## src/rtl/flash_rom_pkg.sv

```systemverilog
// Shared types and helpers for the flash ROM line interface.
// Covers bus access-size codes, sequencer states and big-endian read-data extraction.
package flash_rom_pkg;

  localparam logic [1:0] SIZE_WORD = 2'b00;
  localparam logic [1:0] SIZE_HALF = 2'b01;
  localparam logic [1:0] SIZE_BYTE = 2'b10;

  typedef enum logic [1:0] {
    RESET_PULSE = 2'b00,
    IDLE        = 2'b01,
    FILL        = 2'b10
  } state_e;

  // Big-endian item selection; the item is zero-extended into the low bits.
  function automatic logic [31:0] extract_read_data(input logic [1:0]  size,
                                                    input logic [1:0]  addr_lo,
                                                    input logic [31:0] word);
    logic [31:0] data;
    case (size)
      SIZE_HALF: begin
        if (addr_lo[1]) begin
          data = {16'h0000, word[15:0]};
        end else begin
          data = {16'h0000, word[31:16]};
        end
      end
      SIZE_BYTE: begin
        case (addr_lo)
          2'b00:   data = {24'h000000, word[31:24]};
          2'b01:   data = {24'h000000, word[23:16]};
          2'b10:   data = {24'h000000, word[15:8]};
          default: data = {24'h000000, word[7:0]};
        endcase
      end
      default: data = word;
    endcase
    return data;
  endfunction

endpackage

```

## src/rtl/flash_rom_line_interface_buffer.sv

```systemverilog
// Single-line read buffer: LINE_WORDS x 32-bit storage filled one halfword at a time,
// with a tag/valid pair giving a combinational hit and word-select read port.
module flash_line_buffer
  import flash_rom_pkg::*;
#(
  parameter int LINE_WORDS = 4,
  parameter int TAG_BITS   = 17,
  parameter int HW_BITS    = 3,
  parameter int WORD_BITS  = 2
) (
  input  logic                 clock,
  input  logic                 reset,
  input  logic                 fill_start_i,
  input  logic [TAG_BITS-1:0]  fill_tag_i,
  input  logic                 fill_done_i,
  input  logic                 wr_en_i,
  input  logic [HW_BITS-1:0]   wr_idx_i,
  input  logic [15:0]          wr_data_i,
  input  logic [TAG_BITS-1:0]  lookup_tag_i,
  input  logic [WORD_BITS-1:0] rd_sel_i,
  output logic                 hit_o,
  output logic [31:0]          rd_word_o,
  output logic [TAG_BITS-1:0]  line_tag_o
);

  logic [31:0]         mem_q [LINE_WORDS];
  logic [TAG_BITS-1:0] tag_q;
  logic                valid_q;
  logic [WORD_BITS-1:0] wr_word_s;

  assign wr_word_s = WORD_BITS'(wr_idx_i >> 1);

  // Tag/valid: starting a fill invalidates the line until its last halfword lands.
  always_ff @(posedge clock) begin
    if (reset) begin
      tag_q   <= TAG_BITS'(0);
      valid_q <= 1'b0;
    end else if (fill_start_i) begin
      tag_q   <= fill_tag_i;
      valid_q <= 1'b0;
    end else if (fill_done_i) begin
      valid_q <= 1'b1;
    end else begin
      valid_q <= valid_q;
    end
  end

  // Halfword write port: even index is the high half of the word.
  always_ff @(posedge clock) begin
    if (wr_en_i) begin
      if (wr_idx_i[0]) begin
        mem_q[wr_word_s][15:0] <= wr_data_i;
      end else begin
        mem_q[wr_word_s][31:16] <= wr_data_i;
      end
    end
  end

  assign hit_o      = valid_q && (tag_q == lookup_tag_i);
  assign rd_word_o  = mem_q[rd_sel_i];
  assign line_tag_o = tag_q;

endmodule

```

## src/rtl/flash_rom_line_interface.sv

```systemverilog
// Eco32 bus to x16 NOR flash bridge: reset-pulse generator, line-fill sequencer
// and zero-wait hit path through a single-line read buffer.
module flash_rom_line_interface
  import flash_rom_pkg::*;
#(
  parameter int BUS_ADDRESS_WIDTH = 21,
  parameter int LINE_WORDS        = 4,
  parameter int ACCESS_CYCLES     = 8,
  parameter int PAGE_CYCLES       = 3,
  parameter int RESET_CYCLES      = 64
) (
  input  logic                         clock,
  input  logic                         reset,
  input  logic                         busEnable,
  input  logic                         busWrite,
  input  logic [1:0]                   busAccessSize,
  input  logic [BUS_ADDRESS_WIDTH-1:0] busAddress,
  input  logic [31:0]                  busWriteData,
  output logic [31:0]                  busReadData,
  output logic                         busWait,
  output logic                         romChipEnableInverted,
  output logic                         romOutputEnableInverted,
  output logic                         romWriteEnableInverted,
  output logic                         romResetInverted,
  output logic                         romByteInverted,
  output logic [BUS_ADDRESS_WIDTH-2:0] romAddress,
  input  logic [15:0]                  romData
);

  localparam int OFFSET_BITS = $clog2(LINE_WORDS * 4);
  localparam int TAG_BITS    = BUS_ADDRESS_WIDTH - OFFSET_BITS;
  localparam int HW_BITS     = $clog2(2 * LINE_WORDS);
  localparam int WORD_BITS   = (LINE_WORDS > 1) ? $clog2(LINE_WORDS) : 1;
  localparam int MAX_CYCLES  = (ACCESS_CYCLES > PAGE_CYCLES) ? ACCESS_CYCLES : PAGE_CYCLES;
  localparam int CYC_BITS    = $clog2(MAX_CYCLES + 1);
  localparam int RST_BITS    = $clog2(RESET_CYCLES + 1);

  state_e              state_q, state_d;
  logic [RST_BITS-1:0] rst_cnt_q, rst_cnt_d;
  logic [CYC_BITS-1:0] cyc_q, cyc_d;
  logic [HW_BITS-1:0]  hw_idx_q, hw_idx_d;
  logic                ce_n_q, ce_n_d;
  logic                rom_rst_n_q, rom_rst_n_d;

  logic                 fill_start_s, fill_done_s, wr_en_s, hit_s;
  logic [TAG_BITS-1:0]  tag_s, line_tag_s;
  logic [WORD_BITS-1:0] word_sel_s;
  logic [31:0]          buf_word_s;
  logic [CYC_BITS-1:0]  last_cyc_s;
  logic                 unused_s;

  assign tag_s      = busAddress[BUS_ADDRESS_WIDTH-1:OFFSET_BITS];
  assign word_sel_s = (LINE_WORDS == 1) ? WORD_BITS'(0) : WORD_BITS'(busAddress >> 2);
  assign last_cyc_s = (hw_idx_q == HW_BITS'(0)) ? CYC_BITS'(ACCESS_CYCLES - 1)
                                                : CYC_BITS'(PAGE_CYCLES - 1);
  assign unused_s   = ^busWriteData;

  flash_line_buffer #(
    .LINE_WORDS (LINE_WORDS),
    .TAG_BITS   (TAG_BITS),
    .HW_BITS    (HW_BITS),
    .WORD_BITS  (WORD_BITS)
  ) u_buffer (
    .clock        (clock),
    .reset        (reset),
    .fill_start_i (fill_start_s),
    .fill_tag_i   (tag_s),
    .fill_done_i  (fill_done_s),
    .wr_en_i      (wr_en_s),
    .wr_idx_i     (hw_idx_q),
    .wr_data_i    (romData),
    .lookup_tag_i (tag_s),
    .rd_sel_i     (word_sel_s),
    .hit_o        (hit_s),
    .rd_word_o    (buf_word_s),
    .line_tag_o   (line_tag_s)
  );

  // Sequencer state and counters.
  always_ff @(posedge clock) begin
    if (reset) begin
      state_q     <= RESET_PULSE;
      rst_cnt_q   <= RST_BITS'(0);
      cyc_q       <= CYC_BITS'(0);
      hw_idx_q    <= HW_BITS'(0);
      ce_n_q      <= 1'b1;
      rom_rst_n_q <= 1'b0;
    end else begin
      state_q     <= state_d;
      rst_cnt_q   <= rst_cnt_d;
      cyc_q       <= cyc_d;
      hw_idx_q    <= hw_idx_d;
      ce_n_q      <= ce_n_d;
      rom_rst_n_q <= rom_rst_n_d;
    end
  end

  // Next-state: reset pulse, miss detection and halfword stepping of the fill.
  always_comb begin
    state_d      = state_q;
    rst_cnt_d    = rst_cnt_q;
    cyc_d        = cyc_q;
    hw_idx_d     = hw_idx_q;
    ce_n_d       = ce_n_q;
    rom_rst_n_d  = rom_rst_n_q;
    fill_start_s = 1'b0;
    fill_done_s  = 1'b0;
    wr_en_s      = 1'b0;
    case (state_q)
      RESET_PULSE: begin
        if (rst_cnt_q == RST_BITS'(RESET_CYCLES - 1)) begin
          state_d     = IDLE;
          rst_cnt_d   = RST_BITS'(0);
          rom_rst_n_d = 1'b1;
        end else begin
          rst_cnt_d   = rst_cnt_q + RST_BITS'(1);
          rom_rst_n_d = 1'b0;
        end
      end
      IDLE: begin
        if (busEnable && !busWrite && !hit_s) begin
          state_d      = FILL;
          cyc_d        = CYC_BITS'(0);
          hw_idx_d     = HW_BITS'(0);
          ce_n_d       = 1'b0;
          fill_start_s = 1'b1;
        end else begin
          state_d = IDLE;
        end
      end
      FILL: begin
        if (cyc_q == last_cyc_s) begin
          wr_en_s = 1'b1;
          cyc_d   = CYC_BITS'(0);
          // Index stays on the last halfword so the flash address never wraps.
          if (hw_idx_q == HW_BITS'(2 * LINE_WORDS - 1)) begin
            fill_done_s = 1'b1;
            state_d     = IDLE;
            ce_n_d      = 1'b1;
          end else begin
            hw_idx_d = hw_idx_q + HW_BITS'(1);
          end
        end else begin
          cyc_d = cyc_q + CYC_BITS'(1);
        end
      end
      default: begin
        state_d = RESET_PULSE;
        ce_n_d  = 1'b1;
      end
    endcase
  end

  // Bus response: hits and writes finish in the same cycle, everything else waits.
  always_comb begin
    busWait     = busEnable;
    busReadData = 32'h0000_0000;
    if (!reset && (state_q == IDLE) && busEnable) begin
      if (busWrite) begin
        busWait = 1'b0;
      end else if (hit_s) begin
        busWait     = 1'b0;
        busReadData = extract_read_data(busAccessSize, busAddress[1:0], buf_word_s);
      end else begin
        busWait = 1'b1;
      end
    end else begin
      busWait = busEnable;
    end
  end

  assign romChipEnableInverted   = ce_n_q;
  assign romOutputEnableInverted = ce_n_q;
  assign romWriteEnableInverted  = 1'b1;
  assign romByteInverted         = 1'b1;
  assign romResetInverted        = rom_rst_n_q;
  assign romAddress              = {line_tag_s, hw_idx_q};

endmodule

```

## config.mk

```make
export PLATFORM = sky130hd
export DESIGN_NAME = flash_rom_line_interface
export DESIGN_NICKNAME = d
export VERILOG_FILES = /design/src/rtl/flash_rom_pkg.sv /design/src/rtl/flash_rom_line_interface_buffer.sv /design/src/rtl/flash_rom_line_interface.sv
export SDC_FILE = /design/constraint.sdc
export NUM_CORES = 1
export LEC_CHECK = 0
export ABC_AREA = 1
export CAP_MARGIN = 20
export CELL_PAD_IN_SITES_DETAIL_PLACEMENT = 2
export CELL_PAD_IN_SITES_GLOBAL_PLACEMENT = 2
export CORE_ASPECT_RATIO = 0.7
export CORE_MARGIN = 2
export CORE_UTILIZATION = 29
export CTS_CLUSTER_DIAMETER = 80
export CTS_CLUSTER_SIZE = 10
export DETAILED_ROUTE_END_ITERATION = 16
export PLACE_DENSITY = 0.88
export SLEW_MARGIN = 5
export SYNTH_ARGS = -nofsm -noshare
export SYNTH_HDL_FRONTEND = slang
export SYNTH_SLANG_ARGS = --single-unit
```

## constraint.sdc

```tcl
create_clock -name clock -period 2.7 [get_ports clock]
set_input_delay 0.54 -clock clock [delete_from_list [all_inputs] [get_ports clock]]
set_output_delay 0.54 -clock clock [all_outputs]
set_load 0.005 [all_outputs]
```

==> results.cfg, run 1 <==
[floorplan]
ios = 133
num_rows = 49
core_area_um2 = 25700
fp.dieW_um = 197
dieArea_um2 = 27500
initial_utilization_pct = 29.6
die_h_um = 139

[cells_and_area]
fill_cells = 2685
mostFrequentLayoutCell = nand2_1
layout_common_cells = nand2_1 (230), edfxtp_1 (128), buf_4 (94)
nets = 1132
utilization_pct = 43.1
syn_to_final_growth_pct = 46.0
seq_area_um2 = 4580
multiInputGateArea_um2 = 3140
drive_above_1_share_pct = 33.7
design_area_um2 = 11100
stdcell_count = 1395

[clocking]
clock_path_buffers = 2
ctsHoldBuffers = 0
htreeDepth = 4
insertion_delay_ps = 470
cts_sinks = 164
numCtsBuffers = 17
cts.clk_slew.worst_paths_ps = 70
cts_root_buf = clkbuf_16
cts_tree = yes

[power]
p_int_uw = 4560
fin_total_pwr_uw = 6840
p_leak_uw = 0.00451
combPwrFrac_pct = 20.1
switching_share_pct = 33.4
p_clk_share_pct = 38.1
p_seq_share_pct = 41.8
power_density_nw_per_um2 = 617
peakVddDrop_uv = 466
power.switching_uw = 2280

[global_route]
gr-total-overflow = 0
grt_pass1_wl_um = 52100
grt_max_degree = 35
antenna_found_initial = 1
grt_pass1_vias = 8179
grt.total_usage_pct = 25.6

[worst_setup_path]
reg2reg_depth = 9
crit-reg2reg-capture = u_buffer.mem_q[2][11]
slowest_delay_ps = 480
crit_slowest_cell = clkdlybuf4s50_1
worst_setup_path_start_kind = input pin
cp.buffers_inverters = 4
crit_arrival_ps = 2370
cp_data_required_time_ps = 2160
r2r_start = hw_idx_q[1]
r2r_slack_ps = -60
cp-end-kind = output pin
path_cells = clkdlybuf4s50_1 > nor3_2 > nand2_1 > nor2_4 > buf_12 > o21ai_2 > buf_6 > nor2_1 > clkdlybuf4s15_2
cp_max_fo = 5
crit_family = buffers and inverters
crit_start = reset
worst-setup-path-type = input pin to output pin

[yosys]
syn_area_per_cell_um2 = 9.03
synthArstFlopShare_pct = 0
netlist_instances = 841
ys_ff_latch = 164
synth_edf_count = 128
synth_area_leaders = edfxtp_1 (51%), nand2_1 (13%), dfxtp_1 (9.5%)
synth_top_area_share_pct = 50.6
synth_warnings = 0
synth_top_area_cell = edfxtp_1
synth_area_um2 = 7590
ys_seq_area_share_pct = 60.1
synth_cell_types = 36
ys.flop_type = edfxtp_1

[drt]
routed-wl-met3_um = 2120
first_pass_iters = 7
wl_met2_um = 19500
highest_layer = met4
vias_per_cell = 5.45
drc = 0
vias = 7602
dr.first_iter.drc_count = 580
drt-wirelength-per-cell_um = 27.9
wirelength_um = 38900
wl_met1_um = 15400
ant_nets = 0

[placement]
placed_cell_area_um2 = 9550
port_buffers = 98
routabilityCongestion = 0.801
dp_hpwl_um = 20200
dp.cells = 1315

[run_status]
violations = negative setup slack
outcome = finished with violations

[worst_hold_path]
hold_depth = 3
min_from = busAddress[10]
hold_path.class = input pin to register
hold_end = u_buffer.line_tag_o[6]

[timing]
slew_violations = 0
final-hold-violation-count = 0
setup_ws_ps = -209
setup_tns_ps = -4570
fin_skew_ps = 18.2
slew_headroom_pct = 59.2
setup_violations = 63
fmax_ghz = 0.344
fin_crit_sh_pct = 108
rsz0062_at_grt = true
tightest_slew_ps = 612
period_needed_ps = 2910

[flow_run]
maxCapViolCount = 0
==> cell families (layout without fill, tap and decap cells) <==
group	Yosys count	in the layout	synth area share, %
AOI/OAI and AO/OA	81	81	6.00
and+or+nand+nor	480	481	26.0
adders and majority gates	7	7	1.15
xor gates and xnor gates	7	7	0.808
other	1	3	0.0494
buffers and inverters	101	321	5.92
DFF	164	164	60.1
==> registers in the layout, summed over array words and instances, names as in the netlist <==
name and count:
cyc_q 4, hw_idx_q 3, romChipEnableInverted 1, romResetInverted 1, rst_cnt_q 7, state_q 2, u_buffer.line_tag_o 17, u_buffer.mem_q 128
u_buffer.valid_q 1
==> repair_timing <==
action	4_1_cts	5_1_grt
resized for setup	241	139
setup buffers	34	11
hold endpoints to repair	0	0
pin swaps	48	48
setup endpoints to repair	33	100
cloned	3	1
==> final cells by class <==
type | count | share of cell area [%]
Antenna cell | 1 | 0.0226
Clock buffer | 17 | 3.84
Clock inverter | 15 | 1.63
Inverter | 64 | 2.33
Multi-Input combinational cell | 578 | 28.3
Sequential cell | 164 | 41.3
Tap cell | 331 | 3.74
Timing Repair Buffer | 225 | 18.8
==> cells in the mapped netlist, types with 2 or more instances <==
cell type,number
nand3_1,64
o22ai_1,11
o211ai_1,2
inv_2,2
buf_4,6
or2_2,4
buf_6,4
nand4_1,6
buf_2,14
xnor2_1,5
buf_1,2
xor2_1,2
ha_1,7
nor2_2,2
o21ai_0,41
edfxtp_1,128
nand2_1,269
nand3_2,2
dfxtp_1,36
a221oi_1,6
nor2_1,119
a21oi_1,17
inv_1,61
clkbuf_1,11
nor3_1,9
==> worst max path at each step <==
stage / to / slack, ps / cells past startpoint
3_3_place_gp: busReadData[5] / -680 / 13
4_1_cts: busReadData[21] / -110 / 14
5_1_grt: busReadData[11] / -270 / 9
6_report: busReadData[11] / -210 / 9
3_5_place_dp: busReadData[21] / -780 / 13
2_1_floorplan: u_buffer.mem_q[1][16] / -220 / 8
==> metal layers <==
metal | global-route usage [%] | vias up
met5 | 0 | -
met4 | 12.1 | 0
met3 | 4.22 | 132
met2 | 44.6 | 361
met1 | 31.0 | 3898
li1 | - | 3211
==> worst reg2reg max path: cells and delay by family (launching register included) <==
kind / cells / cell delay, ps
AOI/OAI and AO/OA: 1 / 180
DFF: 1 / 340
buffers and inverters: 3 / 630
adders and majority gates: 1 / 250
and+or+nand+nor: 4 / 1030
==> per-stage QoR <==
stage | worst slack (ps) | hold WS, ps
after floorplan | -215 | 429
after CTS | -111 | 502
after global routing | -274 | 391
final | -209 | 378
after global placement | -683 | 446
after detailed placement | -784 | 483
==> power groups by stage <==
stage / registers (µW) / logic, µW / clock network, µW
after floorplan: 2890 / 528 / 0
after global placement: 2900 / 973 / 0
after detailed placement: 2900 / 1050 / 0
after CTS: 2850 / 1170 / 2520
after global routing: 2870 / 1470 / 2720
final: 2860 / 1370 / 2610
Note: power is estimated with default switching activity, not from simulation.
==> run 2, diff against run 1 <==
--- a/config.mk
+++ b/config.mk
@@ -15,6 +15,7 @@
 export CTS_CLUSTER_DIAMETER = 80
 export CTS_CLUSTER_SIZE = 10
 export DETAILED_ROUTE_END_ITERATION = 16
+export GPL_ROUTABILITY_DRIVEN = 0
 export PLACE_DENSITY = 0.88
 export SLEW_MARGIN = 5
 export SYNTH_ARGS = -nofsm -noshare
==> results of run 2 <==
No change in the layout: final DEF, timing and power equal those of run 1.
